## config.mk

```make
export PLATFORM = sky130hd
export DESIGN_NAME = fpga_ccff_loader
export DESIGN_NICKNAME = d
export VERILOG_FILES = /design/src/rtl/fpga_ccff_loader.sv
export SDC_FILE = /design/constraint.sdc
export NUM_CORES = 1
export LEC_CHECK = 0
export BUFFER_PORTS_ARGS = -buffer_cell sky130_fd_sc_hd__buf_2
export CORE_MARGIN = 2
export CORE_UTILIZATION = 59
export DETAILED_ROUTE_END_ITERATION = 8
export MAX_ROUTING_LAYER = met4
export PLACE_DENSITY = 0.84
export SLEW_MARGIN = 0
export SYNTH_ARGS = -nofsm -noshare
export SYNTH_HDL_FRONTEND = slang
export SYNTH_SLANG_ARGS = --single-unit
```

## constraint.sdc

```tcl
create_clock -name prog_clk -period 3.1 [get_ports prog_clk]
set_input_delay 0.465 -clock prog_clk [delete_from_list [all_inputs] [get_ports prog_clk]]
set_output_delay 0.465 -clock prog_clk [all_outputs]
set_load 0.005 [all_outputs]
```

## src/rtl/fpga_ccff_loader.sv

```systemverilog
// fpga_ccff_loader: byte stream to configuration chain serialiser, MSB first.
// Define CCFF_LOADER_VERIFY_EN to add a recirculating CRC-8 readback check.
module fpga_ccff_loader #(
  parameter int CHAIN_LEN = 96,
  parameter int CNT_W = $clog2(CHAIN_LEN + 1)
) (
  input  logic             prog_clk,
  input  logic             reset,
  input  logic             start,
  input  logic [7:0]       s_data,
  input  logic             s_valid,
  output logic             s_ready,
  output logic             ccff_head,
  output logic             ccff_shift_en,
  input  logic             ccff_tail,
  output logic             busy,
  output logic             done,
  output logic             error,
  output logic [CNT_W-1:0] bit_count
);
  typedef enum logic [2:0] {IDLE, FETCH, SHIFT, VERIFY, DONE} state_t;
  localparam logic [CNT_W-1:0] LEN = CNT_W'(CHAIN_LEN);
  localparam logic [CNT_W-1:0] LEN_M1 = CNT_W'(CHAIN_LEN - 1);
  localparam logic [CNT_W-1:0] ONE = CNT_W'(1);
`ifdef CCFF_LOADER_VERIFY_EN
  localparam state_t AFTER_LOAD = VERIFY;
`else
  localparam state_t AFTER_LOAD = DONE;
`endif
  state_t state, state_nx;
  logic [7:0] shreg;
  logic [3:0] nleft;
  logic [3:0] nbits;
  logic [CNT_W+3:0] remain;
  logic verify_last;
  // The last byte may carry fewer useful bits than eight
  assign remain = (CNT_W + 4)'(LEN) - (CNT_W + 4)'(bit_count);
  assign nbits = remain > (CNT_W + 4)'(8) ? 4'd8 : remain[3:0];
  always_ff @(posedge prog_clk)
    if (!reset) state <= IDLE;
    else state <= state_nx;
  always_comb begin
    state_nx = state;
    case (state)
      IDLE:    state_nx = start ? FETCH : IDLE;
      FETCH:   state_nx = s_valid ? SHIFT : FETCH;
      SHIFT:   state_nx = nleft != 4'd1 ? SHIFT : bit_count == LEN_M1 ? AFTER_LOAD : FETCH;
      VERIFY:  state_nx = verify_last ? DONE : VERIFY;
      DONE:    state_nx = IDLE;
      default: state_nx = IDLE;
    endcase
  end
  always_comb begin
    s_ready = state == FETCH;
    ccff_shift_en = state == SHIFT || state == VERIFY;
    busy = state != IDLE;
    done = state == DONE;
    ccff_head = state == SHIFT ? shreg[7] : state == VERIFY ? ccff_tail : 1'b0;
  end
  always_ff @(posedge prog_clk)
    if (!reset) begin
      shreg <= '0;
      nleft <= '0;
      bit_count <= '0;
    end else if (state == IDLE && start) begin
      bit_count <= '0;
    end else if (state == FETCH && s_valid) begin
      shreg <= s_data;
      nleft <= nbits;
    end else if (state == SHIFT) begin
      shreg <= {shreg[6:0], 1'b0};
      nleft <= nleft - 4'd1;
      bit_count <= bit_count + ONE;
    end
`ifdef CCFF_LOADER_VERIFY_EN
  logic [7:0] crc_tx, crc_rx, crc_rx_nx;
  logic [CNT_W-1:0] vcnt;
  function automatic logic [7:0] crc8(input logic [7:0] c, input logic b);
    return {c[6:0], 1'b0} ^ ((c[7] ^ b) ? 8'h07 : 8'h00);
  endfunction
  assign crc_rx_nx = crc8(crc_rx, ccff_tail);
  assign verify_last = vcnt == LEN_M1;
  // Recirculating the tail restores the chain while it is read back
  always_ff @(posedge prog_clk)
    if (!reset || (state == IDLE && start)) begin
      crc_tx <= '0;
      crc_rx <= '0;
      vcnt <= '0;
      error <= 1'b0;
    end else if (state == SHIFT) begin
      crc_tx <= crc8(crc_tx, shreg[7]);
    end else if (state == VERIFY) begin
      crc_rx <= crc_rx_nx;
      vcnt <= vcnt + ONE;
      if (verify_last) error <= crc_rx_nx != crc_tx;
    end
`else
  logic unused_tail;
  assign unused_tail = ccff_tail;
  assign verify_last = 1'b0;
  assign error = 1'b0;
`endif
endmodule

```

==> flow_summary.toml, run 1 <==
[outcome]
status = "complete, no violations"

[drt]
routed_wl_um = 2707
firstDrtPassIters = 4
via_per_inst = 5.844
drc = 0
num_vias = 1163
wire_per_inst_um = 13.60
antenna_left = 0
drtIter0Drc = 14

[timing]
fin_skew_ns = 0.01517
setup_viol = 0
worst_slack_ns = 0.9083
relSlewSlack_pct = 46.45
drv_slew = 0
worst_pin_slew_ns = 0.8032
finalCritPeriodShare_pct = 70.70
tns_ns = 0
fmax_mhz = 456.3
min_period_ns = 2.192
hold_violations = 0
rsz0062_at_grt = "false"

[synth]
synth_ff_type = "dfxtp_1"
synthTopCellsByArea = "dfxtp_1 31%, a211oi_2 6.1%, mux2i_1 5.6%, ha_1 4.4%, nor2_1 3.7%"
syn_nets = 172
synth-edff-count = 0
avgSynthCellArea_um2 = 9.303
syn_inst = 154
seq_area_frac_synth_pct = 30.74
ys_seq_elements = 22
ys_warn_count = 0
yosys.area.top_type = "dfxtp_1"
synth_top_area_share_pct = 30.74
synthArstFlopShare_pct = 0
ys_types = 51
netlist_area_mm2 = 0.001433

[worst_setup_path]
cp-start-kind = "register"
critPathKind = "register to register"
path_cells = "nor4bb_2, buf_4, or2_1, o211ai_1, o31ai_1"
endpoint_kind = "register"
critical_path_buf_inv_count = 1
cp_top_family = "simple AND/OR/NAND/NOR gates"
critPathArrivalTime_ns = 2.41
cp_slowest_cell = "or2_1"
cp_max_fo = 18
cp.required_ns = 3.32
cpPeakStageDelay_ns = 0.66

[clock_tree]
cts_buffers = 3
cts-resized-gates = 0
cts_root_buf = "clkbuf_4"
clock_path_buffers = 2
htree_levels = 1
clk_pin_slew_worst_paths_ns = 0.14
cts_sinks = 22
insertion_delay_ns = 0.31
postCtsHoldBufs = 0
cts_setup_buffers = 0
cts_tree = "done"

[place]
hpwl_um = 2029
placed_area_mm2 = 0.001513
numPortBuffers = 24
dp_slack_ns = 0.8855
gp_congestion = 0.8318

[floorplan]
ioPinCount = 26
start_util_pct = 63.54
die-height_um = 53.28
die_area_mm2 = 0.002838
rows = 17
dieWidth_um = 53.28
core_mm2 = 0.002255

[global_route]
grt_max_degree = 19
grt_pass1_wl_um = 4554
grt_pass1_vias = 1029
gr-total-overflow = 0
antenna_found_initial = 0
grt_use_total_pct = 22.24

[job]
drv_cap = 0

[layout]
antenna_cells = 0
layout.nets = 190
n_fill_cell = 187
final_area_mm2 = 0.001565
area_growth_pct = 9.258
drive_gt1_share_pct = 29.24

[power_and_ir_drop]
leakagePower_nw = 0.6041
powerDensity_mw_per_mm2 = 444.1
peakVddDrop_v = 0.0002673

[worst_hold_path]
hold_path_class = "input pin to register"
metrics by stage:
| stage | util, % | hold slack [ns] | total power [mW] | instances |
|---|---|---|---|---|
| floorplan | - | 0.4756 | 0.4589 | 154 |
| global placement | 67.09 | 0.5002 | 0.4718 | 195 |
| detailed placement | 67.09 | 0.5079 | 0.4804 | 195 |
| CTS | 69.42 | 0.3803 | 0.6986 | 199 |
| global route | 69.42 | 0.3911 | 0.7246 | 199 |
| finish | 69.42 | 0.3853 | 0.6951 | 199 |
where the power goes:
part / total, mW / switching (mW) / internal [mW]
logic: 0.147 / 0.0770 / 0.0697
clock network: 0.222 / 0.0910 / 0.131
registers: 0.327 / 0.0227 / 0.304
total: 0.695 / 0.191 / 0.504
tightest hold or removal path, delay by kind of cell:
kind	cells	cell delay, ns
compound gates	1	0.06
buf+inv	2	0.14
per-layer routing:
layer | global-route usage (%) | routed length (um)
met2 | 36.42 | 1335
met3 | 2.825 | 130
met4 | 7.692 | 19
met5 | - | 0
met1 | 28.15 | 1222
cells in the final DEF (no fill, tap or decap), types with 5 or more instances in the layout:
| cell | netlist | routed |
|---|---|---|
| a211oi_2 | 7 | 7 |
| buf_2 | 4 | 24 |
| dfxtp_1 | 22 | 22 |
| ha_1 | 5 | 5 |
| inv_1 | 6 | 6 |
| mux2i_1 | 8 | 8 |
| nand2_1 | 5 | 5 |
| nor2_1 | 14 | 14 |
| xnor2_1 | 5 | 5 |
| xor2_1 | 6 | 6 |
cell usage after synthesis (all sizes together) (2+ instances only):
master   number
a211oi        8
a21oi         4
and2b         2
and3          2
buf          10
clkbuf        3
dfxtp        22
ha            5
inv           7
mux2i         8
nand2         5
nand3         4
nand3b        2
nand4         4
nand4b        2
nor2         16
nor2b         3
nor3          2
nor3b         5
o2111ai       3
o211ai        3
o21ai         4
o31ai         2
or3           2
xnor2         5
xor2          6
sequential cells by signal, indices dropped and copies added, names as in the netlist:
signal,count
shreg,8
bit_count,7
state,3
nleft,4
cells by family (layout without fill, tap and decap cells):
logic type / after synthesis / after routing / share of synthesized area (%)
compound gates: 33 / 33 / 20.26
xor+xnor: 11 / 11 / 6.725
fa+ha+maj: 5 / 5 / 4.367
buf+inv: 20 / 37 / 8.558
flops: 22 / 22 / 30.74
mux: 8 / 8 / 5.590
other cells: 1 / 1 / 0.2618
simple gates: 54 / 54 / 23.49
cell type report:
type                    count  area, um2  share of cell area, %
multi-input cells         112      875.8                  55.96
flip-flops and latches     22      440.4                  28.14
repair buffers             26      135.1                  8.633
well taps                  28      35.03                  2.238
clock inverters             1      30.03                  1.918
inverters                   7      26.28                  1.679
clock buffers               3      22.52                  1.439
path summary, 6_finish.rpt:
check	start	to	slack, ns	depth (start not counted)
worst max-delay path	state[0]$_SDFF_PN0_	nleft[2]$_SDFFE_PN0P_	0.91	5
worst min-delay path	s_data[0]	shreg[0]$_SDFFE_PN0P_	0.39	3
worst max register to register	state[0]$_SDFF_PN0_	nleft[2]$_SDFFE_PN0P_	0.91	5
worst min register to register	shreg[6]$_SDFFE_PN0P_	shreg[6]$_SDFFE_PN0P_	0.54	2
Power figures use the tool's default switching activity.
==> run 2, diff against run 1 <==
--- a/config.mk
+++ b/config.mk
@@ -7,10 +7,10 @@
 export LEC_CHECK = 0
 export BUFFER_PORTS_ARGS = -buffer_cell sky130_fd_sc_hd__buf_2
 export CORE_MARGIN = 2
-export CORE_UTILIZATION = 59
+export CORE_UTILIZATION = 55
 export DETAILED_ROUTE_END_ITERATION = 8
 export MAX_ROUTING_LAYER = met4
-export PLACE_DENSITY = 0.84
+export PLACE_DENSITY = 0.79
 export SLEW_MARGIN = 0
 export SYNTH_ARGS = -nofsm -noshare
 export SYNTH_HDL_FRONTEND = slang
==> constraint.sdc (replaced) <==
create_clock -name prog_clk -period 2.1 [get_ports prog_clk]
set_input_delay 0.315 -clock prog_clk [delete_from_list [all_inputs] [get_ports prog_clk]]
set_output_delay 0.315 -clock prog_clk [all_outputs]
set_load 0.005 [all_outputs]
==> run 2 against run 1 <==
  * Critical path depth rose by 1
  * Non-clock buffer count grew 2
  * Cell count is 2.0% higher
  * Final area is 1.9% higher
  * Register-to-register slack worse by 0.65 ns
  * Core utilization fell by 5.0 points
  * Total power rose by 49%
  * Flip-flop and latch count did not move
  * First-iteration DRC count is 57% higher
  * Setup slack lost 0.65 ns
  * Critical endpoint is now nleft[0]$_SDFFE_PN0P_
  * Largest cell class unchanged
==> flow_summary.toml, run 2 (synthesis gave the netlist of run 1 again) <==
[floorplan]
start_util_pct = 57.83
ioPinCount = 26
die-height_um = 55.04
rows = 18
dieWidth_um = 55.04
core_mm2 = 0.002477
die_area_mm2 = 0.003029

[drt]
wire_per_inst_um = 14.17
via_per_inst = 5.734
firstDrtPassIters = 4
antenna_left = 0
routed_wl_um = 2876
num_vias = 1164
drtIter0Drc = 22
drc = 0

[power_and_ir_drop]
pwr-share-seq_pct = 46.2
switching_share_pct = 27.27
powerDensity_mw_per_mm2 = 650.4
combPwrFrac_pct = 22.4
leakagePower_nw = 0.6181
p_int_uw = 754.7
clock_power_share_pct = 31.4
netSwitchingPower_uw = 282.9
peakVddDrop_v = 0.0005295

[global_route]
grt_use_total_pct = 21.25
antenna_found_initial = 0
grt_pass1_wl_um = 4519
gr-total-overflow = 0
grt_pass1_vias = 1024
grt_max_degree = 16

[worst_setup_path]
r2r_slack_ns = 0.25
r2r_start = "bit_count[1]$_SDFFE_PP0P_"
r2r_end = "nleft[0]$_SDFFE_PN0P_"
rr_worst_depth = 6
endpoint_kind = "register"
critPathKind = "register to register"
critPathArrivalTime_ns = 2.06
cp-start-kind = "register"
cp.required_ns = 2.32
worstSetupStartpoint = "bit_count[1]$_SDFFE_PP0P_"
cp_max_fo = 10

[job]
drv_cap = 0

[place]
placed_area_mm2 = 0.001543
hpwl_um = 2132
dp_slack_ns = 0.3270
gp_congestion = 0.8176
numPortBuffers = 24

[worst_hold_path]
worstHoldPathCells = 3
worstHoldStart = "s_data[0]"
hold_path_class = "input pin to register"
hold_end = "shreg[0]$_SDFFE_PN0P_"

[layout]
largest_reg_flops = 8
area_growth_pct = 11.35
drive_gt1_share_pct = 30.06
multiInputGateArea_um2 = 875.8
n_fill_cell = 228
layout.nets = 192
final_area_mm2 = 0.001595
antenna_cells = 0
final_common_cell = "buf_2"
top_register = "shreg"
reg.largest.list = "shreg x8, bit_count x7, nleft x4"
most-common-layout-cells = "24 x buf_2, 22 x dfxtp_1, 14 x nor2_1"
seq_area_um2 = 440.4

[clock_tree]
cts-resized-gates = 0
clock_path_buffers = 2
insertion_delay_ns = 0.31
cts_buffers = 3
cts_tree = "done"
htree_levels = 1
cts_setup_buffers = 0
cts_sinks = 22
postCtsHoldBufs = 0
cts_root_buf = "clkbuf_4"
clk_pin_slew_worst_paths_ns = 0.13

[timing]
fin_skew_ns = 0.003333
rsz0062_at_grt = "false"
fin_hold_ws_ns = 0.2405
hold_violations = 0
finalCritPeriodShare_pct = 87.86
setup_viol = 0
worst_slack_ns = 0.2549
drv_slew = 0
tns_ns = 0
min_period_ns = 1.845
fmax_mhz = 542.0

[outcome]
status = "complete, no violations"
-- run 2: metrics by stage --
step	total power, mW	util, %	cells
2_1_floorplan	0.6774	-	154
3_3_place_gp	0.7100	62.27	199
3_5_place_dp	0.7202	62.27	199
4_1_cts	1.044	64.39	203
5_1_grt	1.093	64.39	203
6_report	1.038	64.39	203
-- run 2: worst max path at each step --
stage	to	slack [ns]
4_1_cts	nleft[0]$_SDFFE_PN0P_	0.27
5_1_grt	nleft[0]$_SDFFE_PN0P_	0.17
6_report	nleft[0]$_SDFFE_PN0P_	0.25
2_1_floorplan	nleft[1]$_SDFFE_PN0P_	0.35
3_3_place_gp	nleft[1]$_SDFFE_PN0P_	0.41
3_5_place_dp	nleft[1]$_SDFFE_PN0P_	0.33
-- run 2: power groups by stage --
| stage | registers (mW) | logic (mW) | clock network, mW |
|---|---|---|---|
| 6_report | 0.479 | 0.232 | 0.326 |
| 5_1_grt | 0.485 | 0.256 | 0.352 |
| 4_1_cts | 0.479 | 0.233 | 0.332 |
| 3_5_place_dp | 0.489 | 0.231 | 0 |
| 3_3_place_gp | 0.487 | 0.224 | 0 |
| 2_1_floorplan | 0.476 | 0.202 | 0 |
-- run 2: critical path: stages, from the launching register on --
cell	delay, ns
dfxtp_1	0.42
inv_1	0.13
ha_1	0.25
nor3b_1	0.28
xor2_1	0.24
o2111ai_1	0.19
o41ai_2	0.24
-- run 2: layer usage --
| layer | track usage (%) | part of all wire (%) | vias to the layer above |
|---|---|---|---|
| met5 | - | 0 | - |
| met4 | 6.098 | 0.90 | 0 |
| met3 | 2.419 | 3.7 | 2 |
| met2 | 36.31 | 48 | 25 |
| met1 | 26.45 | 47 | 548 |
| li1 | - | - | 589 |
-- run 2: layout make-up --
cell class,instances,area share [%]
clock inverter,1,1.882
tap,30,2.353
inverter,7,1.647
multi-input combinational,112,54.90
timing repair buffer,28,10.20
clock buffer,3,1.412
sequential,22,27.61
